**src/rtl/inv_diffusion_iter.sv**
```systemverilog
// Iterative inverse of the Ascon linear diffusion layer.
// Each row obeys L^64 = identity with L(x) = x ^ ror(x,a) ^ ror(x,b), so the
// inverse is obtained by applying the forward row diffusion 63 times,
// UNROLL applications per clock. Valid/ready handshake on input and output.

package ascon_pack;
  // Five 64-bit state rows; index 0 is row x0.
  typedef logic [4:0][63:0] type_state;
endpackage

module inv_diffusion_iter
  import ascon_pack::*;
#(
  parameter int UNROLL = 1
) (
  input  logic      clock_i,
  input  logic      reset_i,
  input  logic      valid_i,
  output logic      ready_o,
  input  type_state state_i,
  output logic      valid_o,
  input  logic      ready_i,
  output type_state state_o,
  output logic      busy_o
);

  localparam int ITER  = 63 / UNROLL;
  localparam int CNT_W = $clog2(ITER + 1);
  localparam logic [CNT_W-1:0] LAST = CNT_W'(ITER - 1);

  if (63 % UNROLL != 0) begin : g_bad_unroll
    $error("inv_diffusion_iter: UNROLL=%0d does not divide 63", UNROLL);
  end

  typedef enum logic [1:0] {
    IDLE = 2'd0,
    RUN  = 2'd1,
    DONE = 2'd2
  } fsm_t;

  fsm_t             fsm;
  logic [CNT_W-1:0] cnt;
  type_state        state_q;
  type_state        state_nxt;
  logic             accept;

  // Rotate right of a 64-bit row by a constant amount in 1..63.
  function automatic logic [63:0] ror64(input logic [63:0] x, input int unsigned n);
    return (x >> n) | (x << (64 - n));
  endfunction

  // One forward application of the linear layer on every row.
  function automatic type_state diffuse(input type_state s);
    type_state r;
    r[0] = s[0] ^ ror64(s[0], 19) ^ ror64(s[0], 28);
    r[1] = s[1] ^ ror64(s[1], 61) ^ ror64(s[1], 39);
    r[2] = s[2] ^ ror64(s[2],  1) ^ ror64(s[2],  6);
    r[3] = s[3] ^ ror64(s[3], 10) ^ ror64(s[3], 17);
    r[4] = s[4] ^ ror64(s[4],  7) ^ ror64(s[4], 41);
    return r;
  endfunction

  // UNROLL chained forward applications, the work done in one RUN cycle.
  function automatic type_state diffuse_n(input type_state s);
    type_state r;
    r = s;
    for (int k = 0; k < UNROLL; k++) begin
      r = diffuse(r);
    end
    return r;
  endfunction

  assign accept  = (fsm == IDLE) && valid_i && ready_o;
  assign state_o = state_q;

  // Combinational diffusion of the current state register.
  always_comb begin
    state_nxt = diffuse_n(state_q);
  end

  // Control FSM with registered handshake and status outputs.
  always_ff @(posedge clock_i or posedge reset_i) begin
    if (reset_i) begin
      fsm     <= IDLE;
      cnt     <= '0;
      ready_o <= 1'b1;
      valid_o <= 1'b0;
      busy_o  <= 1'b0;
    end else begin
      case (fsm)
        IDLE: begin
          if (accept) begin
            fsm     <= RUN;
            cnt     <= '0;
            ready_o <= 1'b0;
            busy_o  <= 1'b1;
          end
        end
        RUN: begin
          cnt <= cnt + CNT_W'(1);
          // This edge applies the final iteration.
          if (cnt == LAST) begin
            fsm     <= DONE;
            busy_o  <= 1'b0;
            valid_o <= 1'b1;
          end
        end
        DONE: begin
          // Ready stays low on the exit edge; the next accept happens from IDLE.
          if (ready_i) begin
            fsm     <= IDLE;
            valid_o <= 1'b0;
            ready_o <= 1'b1;
          end
        end
        default: begin
          fsm     <= IDLE;
          ready_o <= 1'b1;
          valid_o <= 1'b0;
          busy_o  <= 1'b0;
        end
      endcase
    end
  end

  // State register: loaded on accept, advanced every RUN cycle, held otherwise.
  always_ff @(posedge clock_i or posedge reset_i) begin
    if (reset_i) begin
      state_q <= '0;
    end else if (accept) begin
      state_q <= state_i;
    end else if (fsm == RUN) begin
      state_q <= state_nxt;
    end
  end

endmodule

```
**config.mk**
```make
export PLATFORM = sky130hd
export DESIGN_NAME = inv_diffusion_iter
export DESIGN_NICKNAME = d
export VERILOG_FILES = /design/src/rtl/inv_diffusion_iter.sv
export SDC_FILE = /design/constraint.sdc
export NUM_CORES = 1
export LEC_CHECK = 0
export BUFFER_PORTS_ARGS = -buffer_cell sky130_fd_sc_hd__buf_2
export CAP_MARGIN = 10
export CORE_UTILIZATION = 35
export DETAILED_ROUTE_END_ITERATION = 10
export GPL_ROUTABILITY_DRIVEN = 0
export PLACE_DENSITY = 0.6
export SYNTH_ARGS = -nofsm -noshare
export SYNTH_HDL_FRONTEND = slang
export SYNTH_SLANG_ARGS = --single-unit
```
**constraint.sdc**
```tcl
create_clock -name clock_i -period 26.8 [get_ports clock_i]
set_input_delay 4.02 -clock clock_i [delete_from_list [all_inputs] [get_ports clock_i]]
set_output_delay 4.02 -clock clock_i [all_outputs]
set_load 0.05 [all_outputs]
```
[After elaboration in Yosys (flattened, before gate mapping)]
Index checks and enable logic that the tools add are counted.
Cells by class
  shifts and indexed selects: 0
  bitwise logic cells: 23
  multiply operators: 0
  $lt $le $gt $ge: 0
  add/sub/neg operators: 1
  reductions and logical operators: 10
  divide/modulo/power cells: 0
  mux-type cells: 17
  equal/unequal tests: 6
Operators with widths (count)
  2-to-1 mux 320 bit: 2
  bitwise XOR 64 bit: 10
  bitwise OR 23 x 64 -> 64 bit: 1
  bitwise OR 25 x 64 -> 64 bit: 1
  bitwise OR 3 x 64 -> 64 bit: 1
  bitwise OR 36 x 64 -> 64 bit: 1
  bitwise OR 45 x 64 -> 64 bit: 1
  bitwise OR 47 x 64 -> 64 bit: 1
  bitwise OR 54 x 64 -> 64 bit: 1
  bitwise OR 57 x 64 -> 64 bit: 1
  bitwise OR 58 x 64 -> 64 bit: 1
  bitwise OR 63 x 64 -> 64 bit: 1
  one-hot mux 6 bit (2 select lines): 1
  AND reduction 3 bit: 4
  one-hot mux 1 bit (3 select lines): 3
  adder 6 x 1 -> 6 bit, second input constant: 1
  == test 6 bit, second input constant: 1
  2-to-1 mux 1 bit: 6
  2-to-1 mux 2 bit: 3
  2-to-1 mux 6 bit: 1
  inequality test 2 bit, second input constant: 3
  one-hot mux 2 bit (3 select lines): 1
  nonzero test 2 bit: 2
  NOT 1 bit: 3
  other kinds (5): 6
Storage, ports and cells
  memory bits (read-only): 0
  bits in latches: 0
  word-level logic and storage cells: 67
  input port bits: 324
  memories: 0
  register bits after elaboration: 331
  memory bits (writable): 0

[Depth between registers and ports, before layout]
Gate-level depths: netlist of the first run.
  depth after elaboration: 5
  gate-level depth with buffers: 7
  mapped depth without buffers: 5

[Worst setup path before layout of the first run]
No wires, ideal clock.
  kind: input -> register
  start point: input valid_i
  end point: register state_q, in the netlist state_o[0]
  data required time: 26.673 ns
  buffers on the path: 3
  path slack: 21.814 ns
  stages on the path: 6
  library setup time: 0.127 ns
  arrival time: 4.859 ns
  cells stage by stage: nand4bb_1 -> buf_4 -> buf_6 -> clkbuf_1 -> o21a_1 -> o22ai_1
On the way
  word-level cells in the longest chain between the ends: 3
  elaborated cells between the ends (all ways): 4
  those cells by class: mux: 1; reduce/logical: 3
Ends and longest elaborated chain
  from (decl): line 18  | input logic valid_i,
  logical AND 1 bit (*) (2 in series): line 73  | assign accept = (fsm == IDLE) && valid_i && ready_o;
  2-to-1 mux 320 bit or nonzero test 2 bit (tied branches)
  to (signal assigned): line 131  | state_q <= state_i;
  to (signal assigned): line 133  | state_q <= state_nxt;
  to (decl): line 43  | type_state state_q;
Every way passes the cells marked *; elsewhere a longest branch is shown, timed or not.
A chain may end at the register's enable or synchronous reset.

[Final worst setup path of the first run]
  start point: input valid_i
  end point: register state_q, in the netlist state_o[63]
The elaborated chain is that of the path after synthesis.

==> flow_summary.yaml, run 1 <==
cts:
  cts_root_buf: "clkbuf_16"
  cts_sinks: 331
  cts_max_level: 2
  cts.clk_slew.worst_paths_ns: 0.06
  postCtsResizedCells: 0
  worst_skew_pair.late_latency_ns: 0.56
  cts_tree: "yes"
  clockBufferDepth: 3
  cts_setup_buffers: 0
  cts_made_buffers: 44
  cts_hold_buf: 0
timing:
  setup_violations: 0
  period_share_pct: 31.0
  max_freq_mhz: 120
  rsz0062_at_grt: "no"
  whs_ns: 0.507
  hold_viol: 0
  skew_ns: 0.0142
  setup_ws_ns: 18.49
  worst_pin_slew_ns: 1.61
  slew_violations: 134
  max-slew-margin-rel_pct: -7.37
  fin_crit_ns: 8.31
  tns_ns: 0
cells_and_area:
  nFillCells: 6354
  fin_area_mm2: 0.0273
  syn_to_final_growth_pct: 22.3
  drive_above_1_share_pct: 25.0
  post-route-util_pct: 43.3
  nets: 3279
pwr:
  p_leak_nw: 11.2
  ir_drop_mv: 0.0938
  power.density_mw_per_mm2: 175
critical_path:
  path_buf_inv: 5
  critPathSlowestCell: "buf_4"
  cpPeakStageDelay_ns: 1.01
  critPathTopFamily: "buffers and inverters"
  worstSetupStartpointType: "input port"
  worstPathRequired_ns: 27.27
  crit_type: "in2reg"
  cp-end-kind: "register"
  crit_chain: "buf_2 -> nand4bb_4 -> buf_4 -> buf_4 -> buf_4 -> buf_4 -> a211oi_1 -> o22ai_1"
  crit_arrival_ns: 8.78
  cp_max_fo: 119
  cp_common_cell: "buf_4"
synthesis:
  synth_area_leaders: "dfrtp_1 (37%), xnor2_1 (13%), o211ai_1 (11%)"
  syn-num-nets: 2796
  synth_top_area_share_pct: 36.9
  synthDistinctLibCells: 36
  synth_seq_cells: 331
  syn_avg_cell_area_um2: 9.05
  synth_top_cell_by_area: "dfrtp_1"
  syn-cell-area_mm2: 0.0223
  seq_area_frac_synth_pct: 37.1
  synth_cells: 2470
  yosys_warnings: 0
status:
  run_status: "finished with violations"
  violations: "max-slew violations"
floorplanning:
  rows: 92
  die_area_mm2: 0.0649
  die_w_um: 255
  core_area_mm2: 0.0631
  io_pins: 647
  fp.dieH_um: 255
  initial_core_util_pct: 35.4
route:
  drc: 0
  via_per_inst: 5.84
  finalWirelength_mm: 89.0
  ant_nets: 0
  routed.top_layer: "met5"
  wl_met1_mm: 36.1
  dr_total_vias: 22600
  met3WireLength_mm: 7.67
  drt_iter0_drc: 2002
  first_pass_iters: 6
  wl_per_cell_um: 23.0
  met2_length_mm: 41.6
grt:
  antenna_found_initial: 37
  grt_pass1_vias: 21400
  track_usage_pct: 26.0
  overflow: 0
  grt_max_degree: 284
  grt_first_pass_wirelength_mm: 132
placed_design:
  numPortBuffers: 646
  dp_hpwl_mm: 59.9
  pre_cts_ws_ns: 18.17
  dpl_cell_area_mm2: 0.0258
min_path:
  hold_class: "reg2reg"
run:
  maxCapViolCount: 0
==> synthesized netlist by cell type, drive strengths merged <==
library cell / count
dfstp: 1
mux2i: 1
ha: 2
nand2: 56
nand4bb: 1
inv: 269
or3: 54
a311o: 1
nand2b: 2
a21o: 2
a21oi: 2
nand4: 1
nand3b: 1
o22a: 1
and4bb: 1
o31ai: 1
clkbuf: 87
o21ai: 6
and3: 1
nor2: 2
o211ai: 321
xnor2: 320
buf: 146
o21a: 266
a211oi: 266
o311ai: 1
dfrtp: 330
nand3: 58
nor2b: 2
o41ai: 1
o22ai: 267
==> worst reg2reg max path, cell delays in order (launching register included) <==
cell	delay (ns)
dfrtp_4	0.88
nand4bb_4	0.31
buf_4	0.77
buf_4	1.08
buf_4	1.09
buf_4	1.03
a211oi_1	0.31
o22ai_1	0.23
==> power breakdown <==
part	switching [mW]	internal, mW	total (mW)
registers	0.516	0.757	1.27
clock network	0.239	0.370	0.609
logic	1.84	1.07	2.91
==> metal layers <==
metal | global-route usage [%] | vias to the layer above
met2 | 40.7 | 943
met4 | 11.5 | 24
met5 | 0 | -
met1 | 33.6 | 11200
met3 | 6.86 | 225
li1 | - | 10200
==> area by class of cell <==
| type | instances | area, µm² | area share (%) |
|---|---|---|---|
| Clock inverter | 14 | 175 | 0.641 |
| Multi-Input combinational cell | 1637 | 12000 | 43.8 |
| Clock buffer | 64 | 1290 | 4.71 |
| Antenna cell | 33 | 82.6 | 0.302 |
| Inverter | 269 | 1020 | 3.75 |
| Tap cell | 846 | 1060 | 3.87 |
| Sequential cell | 331 | 8290 | 30.3 |
| Timing Repair Buffer | 670 | 3450 | 12.6 |
==> state kept, by name (all words and copies together), names as in the netlist <==
register / cells
ready_o: 1
busy_o: 1
cnt: 6
fsm: 2
state_o: 320
valid_o: 1
==> path summary, 6_finish.rpt <==
check | cells after the start | start | slack, ns | endpoint
max | 8 | valid_i | 18.49 | state_o[63]
min | 2 | valid_o | 0.51 | valid_o
max reg2reg | 7 | fsm[1] | 21.02 | state_o[63]
min reg2reg | 2 | valid_o | 0.51 | valid_o
max in group asynchronous | 4 | reset_i | 20.85 | state_o[56]
min in group asynchronous | 2 | reset_i | 3.58 | state_o[207]
==> cells by family (layout without fill, tap and decap cells) <==
logic type	Yosys count	after routing	synth area share, %
compound gates	1135	1135	36.6
buf+inv	502	1017	9.56
flops	331	331	37.1
xor+xnor	320	320	12.5
simple gates	179	179	4.09
fa+ha+maj	2	2	0.112
mux	1	1	0.0448
other cells	0	33	0
==> cells in the final DEF, fill, tap and decap left out, types with 2 or more instances in the layout <==
cell	n
or3_1	54
buf_4	22
nor2_1	2
clkinv_2	8
inv_1	267
nand2_1	56
diode_2	33
inv_8	2
nor2b_1	2
dfrtp_1	329
o21ai_0	6
ha_1	2
o21a_1	266
clkbuf_16	45
clkinvlp_4	2
a211oi_1	266
clkbuf_1	10
o211ai_1	321
nand3_1	58
buf_2	646
xnor2_1	320
bufinv_16	4
clkbuf_8	9
o22ai_1	267
==> through the flow <==
stage	power, mW	std cells
6_report	4.80	3864
5_1_grt	5.07	3851
4_1_cts	4.80	3830
3_5_place_dp	4.16	3752
3_3_place_gp	4.08	3752
2_1_floorplan	3.40	2470
Power figures use the tool's default switching activity.
==> run 2, diff against run 1 <==
--- a/config.mk
+++ b/config.mk
@@ -10,7 +10,7 @@
 export CORE_UTILIZATION = 35
 export DETAILED_ROUTE_END_ITERATION = 10
 export GPL_ROUTABILITY_DRIVEN = 0
-export PLACE_DENSITY = 0.6
+export PLACE_DENSITY = 0.62
 export SYNTH_ARGS = -nofsm -noshare
 export SYNTH_HDL_FRONTEND = slang
 export SYNTH_SLANG_ARGS = --single-unit
==> constraint.sdc (replaced) <==
create_clock -name clock_i -period 6.66 [get_ports clock_i]
set_input_delay 0.999 -clock clock_i [delete_from_list [all_inputs] [get_ports clock_i]]
set_output_delay 0.999 -clock clock_i [all_outputs]
set_load 0.05 [all_outputs]
==> run 2 against run 1 <==
Final cell count is 0.65% lower. Critical endpoint is now state_o[50]. Clock power grew to 3.8 times the previous value. Via count is 2.6% lower. Core utilization down 0.19 points. First-iteration DRC count is 11% lower. Largest power group unchanged. Clock skew up 0.0016 ns. Routed wire length is 4.6% lower. The run now ends clean. Total power rose to 4.0 times the previous value.
==> flow_summary.yaml, run 2 (synthesis results as in run 1) <==
status:
  run_status: "completed"
route:
  drc: 0
  wl_per_cell_um: 22.1
  first_pass_iters: 5
  finalWirelength_mm: 84.9
  via_per_inst: 5.73
  drt_iter0_drc: 1781
  ant_nets: 0
  dr_total_vias: 22000
floorplanning:
  io_pins: 647
  rows: 92
  die_area_mm2: 0.0649
  die_w_um: 255
  core_area_mm2: 0.0631
  initial_core_util_pct: 35.4
  fp.dieH_um: 255
critical_path:
  worstSetupStartpointType: "register"
  cp-end-kind: "register"
  worstPathRequired_ns: 7.10
  regToRegStartpoint: "fsm[1]"
  cp_max_fo: 269
  r2r_cells: 5
  crit_type: "reg2reg"
  ff2ff_setup_slack_ns: 3.30
  crit_arrival_ns: 3.80
  worstReg2RegEnd: "state_o[50]"
cts:
  cts_max_level: 2
  cts_sinks: 331
  cts_setup_buffers: 0
  cts_tree: "yes"
  cts_hold_buf: 0
  worst_skew_pair.late_latency_ns: 0.57
  clockBufferDepth: 3
  postCtsResizedCells: 0
  cts_made_buffers: 43
  cts.clk_slew.worst_paths_ns: 0.06
  cts_root_buf: "clkbuf_16"
timing:
  period_share_pct: 50.5
  max-slew-margin-rel_pct: 6.37
  tns_ns: 0
  slew_violations: 0
  setup_violations: 0
  skew_ns: 0.0159
  hold_viol: 0
  worst_pin_slew_ns: 1.40
  fin_crit_ns: 3.36
  rsz0062_at_grt: "no"
  max_freq_mhz: 297
cells_and_area:
  mostFrequentLayoutCell: "buf_2"
  largest_register_ffs: 320
  post-route-util_pct: 43.1
  layout_common_cells: "buf_2 (646), dfrtp_1 (329), o211ai_1 (321), xnor2_1 (320)"
  nFillCells: 6382
  nets: 3278
  syn_to_final_growth_pct: 21.7
  drive_above_1_share_pct: 24.7
grt:
  track_usage_pct: 25.0
  grt_max_degree: 270
  grt_pass1_vias: 20300
  antenna_found_initial: 23
  grt_first_pass_wirelength_mm: 126
  overflow: 0
run:
  maxCapViolCount: 0
pwr:
  ir_drop_mv: 0.371
  power.density_mw_per_mm2: 697
  p_leak_nw: 11.2
placed_design:
  dp_hpwl_mm: 57.3
  numPortBuffers: 646
min_path:
  hold_class: "in2async"
==> run 2: cell type report <==
class                           count  area [µm²]  share of cell area (%)
Inverter                          269        1020                    3.75
Tap cell                          846        1060                    3.89
Multi-Input combinational cell   1637       12000                    44.0
Antenna cell                       13        32.5                   0.120
Timing Repair Buffer              670        3510                    12.9
Sequential cell                   331        8290                    30.5
Clock inverter                      8         106                   0.391
Clock buffer                       65        1220                    4.48
==> run 2: routing by layer <==
| layer | vias to the layer above | routed length (µm) | track usage [%] |
|---|---|---|---|
| met5 | - | 172 | 0 |
| met4 | 26 | 2670 | 8.95 |
| met3 | 174 | 6900 | 5.86 |
| met2 | 854 | 39300 | 38.9 |
| met1 | 10800 | 35900 | 33.7 |
| li1 | 10200 | - | - |
==> run 2: worst max-delay path by stage <==
stage	start	end	slack [ns]	cells past startpoint
after floorplan	reset_i	busy_o	1.24	1
after global placement	valid_i	state_o[18]	3.49	6
after detailed placement	valid_i	state_o[49]	3.42	6
after CTS	fsm[1]	state_o[118]	3.54	5
after global routing	fsm[1]	state_o[49]	3.22	5
final	fsm[1]	state_o[50]	3.30	5
==> run 2: power by group <==
| group | internal, mW | total [mW] | switching, mW |
|---|---|---|---|
| combinational | 4.32 | 11.6 | 7.25 |
| clock | 1.33 | 2.29 | 0.951 |
| sequential | 3.05 | 5.12 | 2.07 |
| total | 8.70 | 19.0 | 10.3 |
==> run 2: per-stage QoR <==
stage | area (µm²) | hold WS, ns | instances | setup WS, ns | power (mW)
4_1_cts | 27200 | 0.312 | 3826 | 3.54 | 19.0
3_5_place_dp | 25900 | 0.483 | 3753 | 3.42 | 16.6
3_3_place_gp | 25900 | 0.473 | 3753 | 3.49 | 16.5
5_1_grt | 27200 | 0.333 | 3834 | 3.22 | 20.1
2_1_floorplan | 22400 | 0.451 | 2470 | 1.24 | 13.7
6_report | 27200 | 0.342 | 3839 | 3.30 | 19.0
==> run 2: critical path, cell delays in order (launching register included) <==
cell       delay, ns
dfrtp_4         0.74
nand4bb_4       0.73
buf_12          0.39
buf_12          0.24
o211ai_1        0.52
o22ai_1         0.11
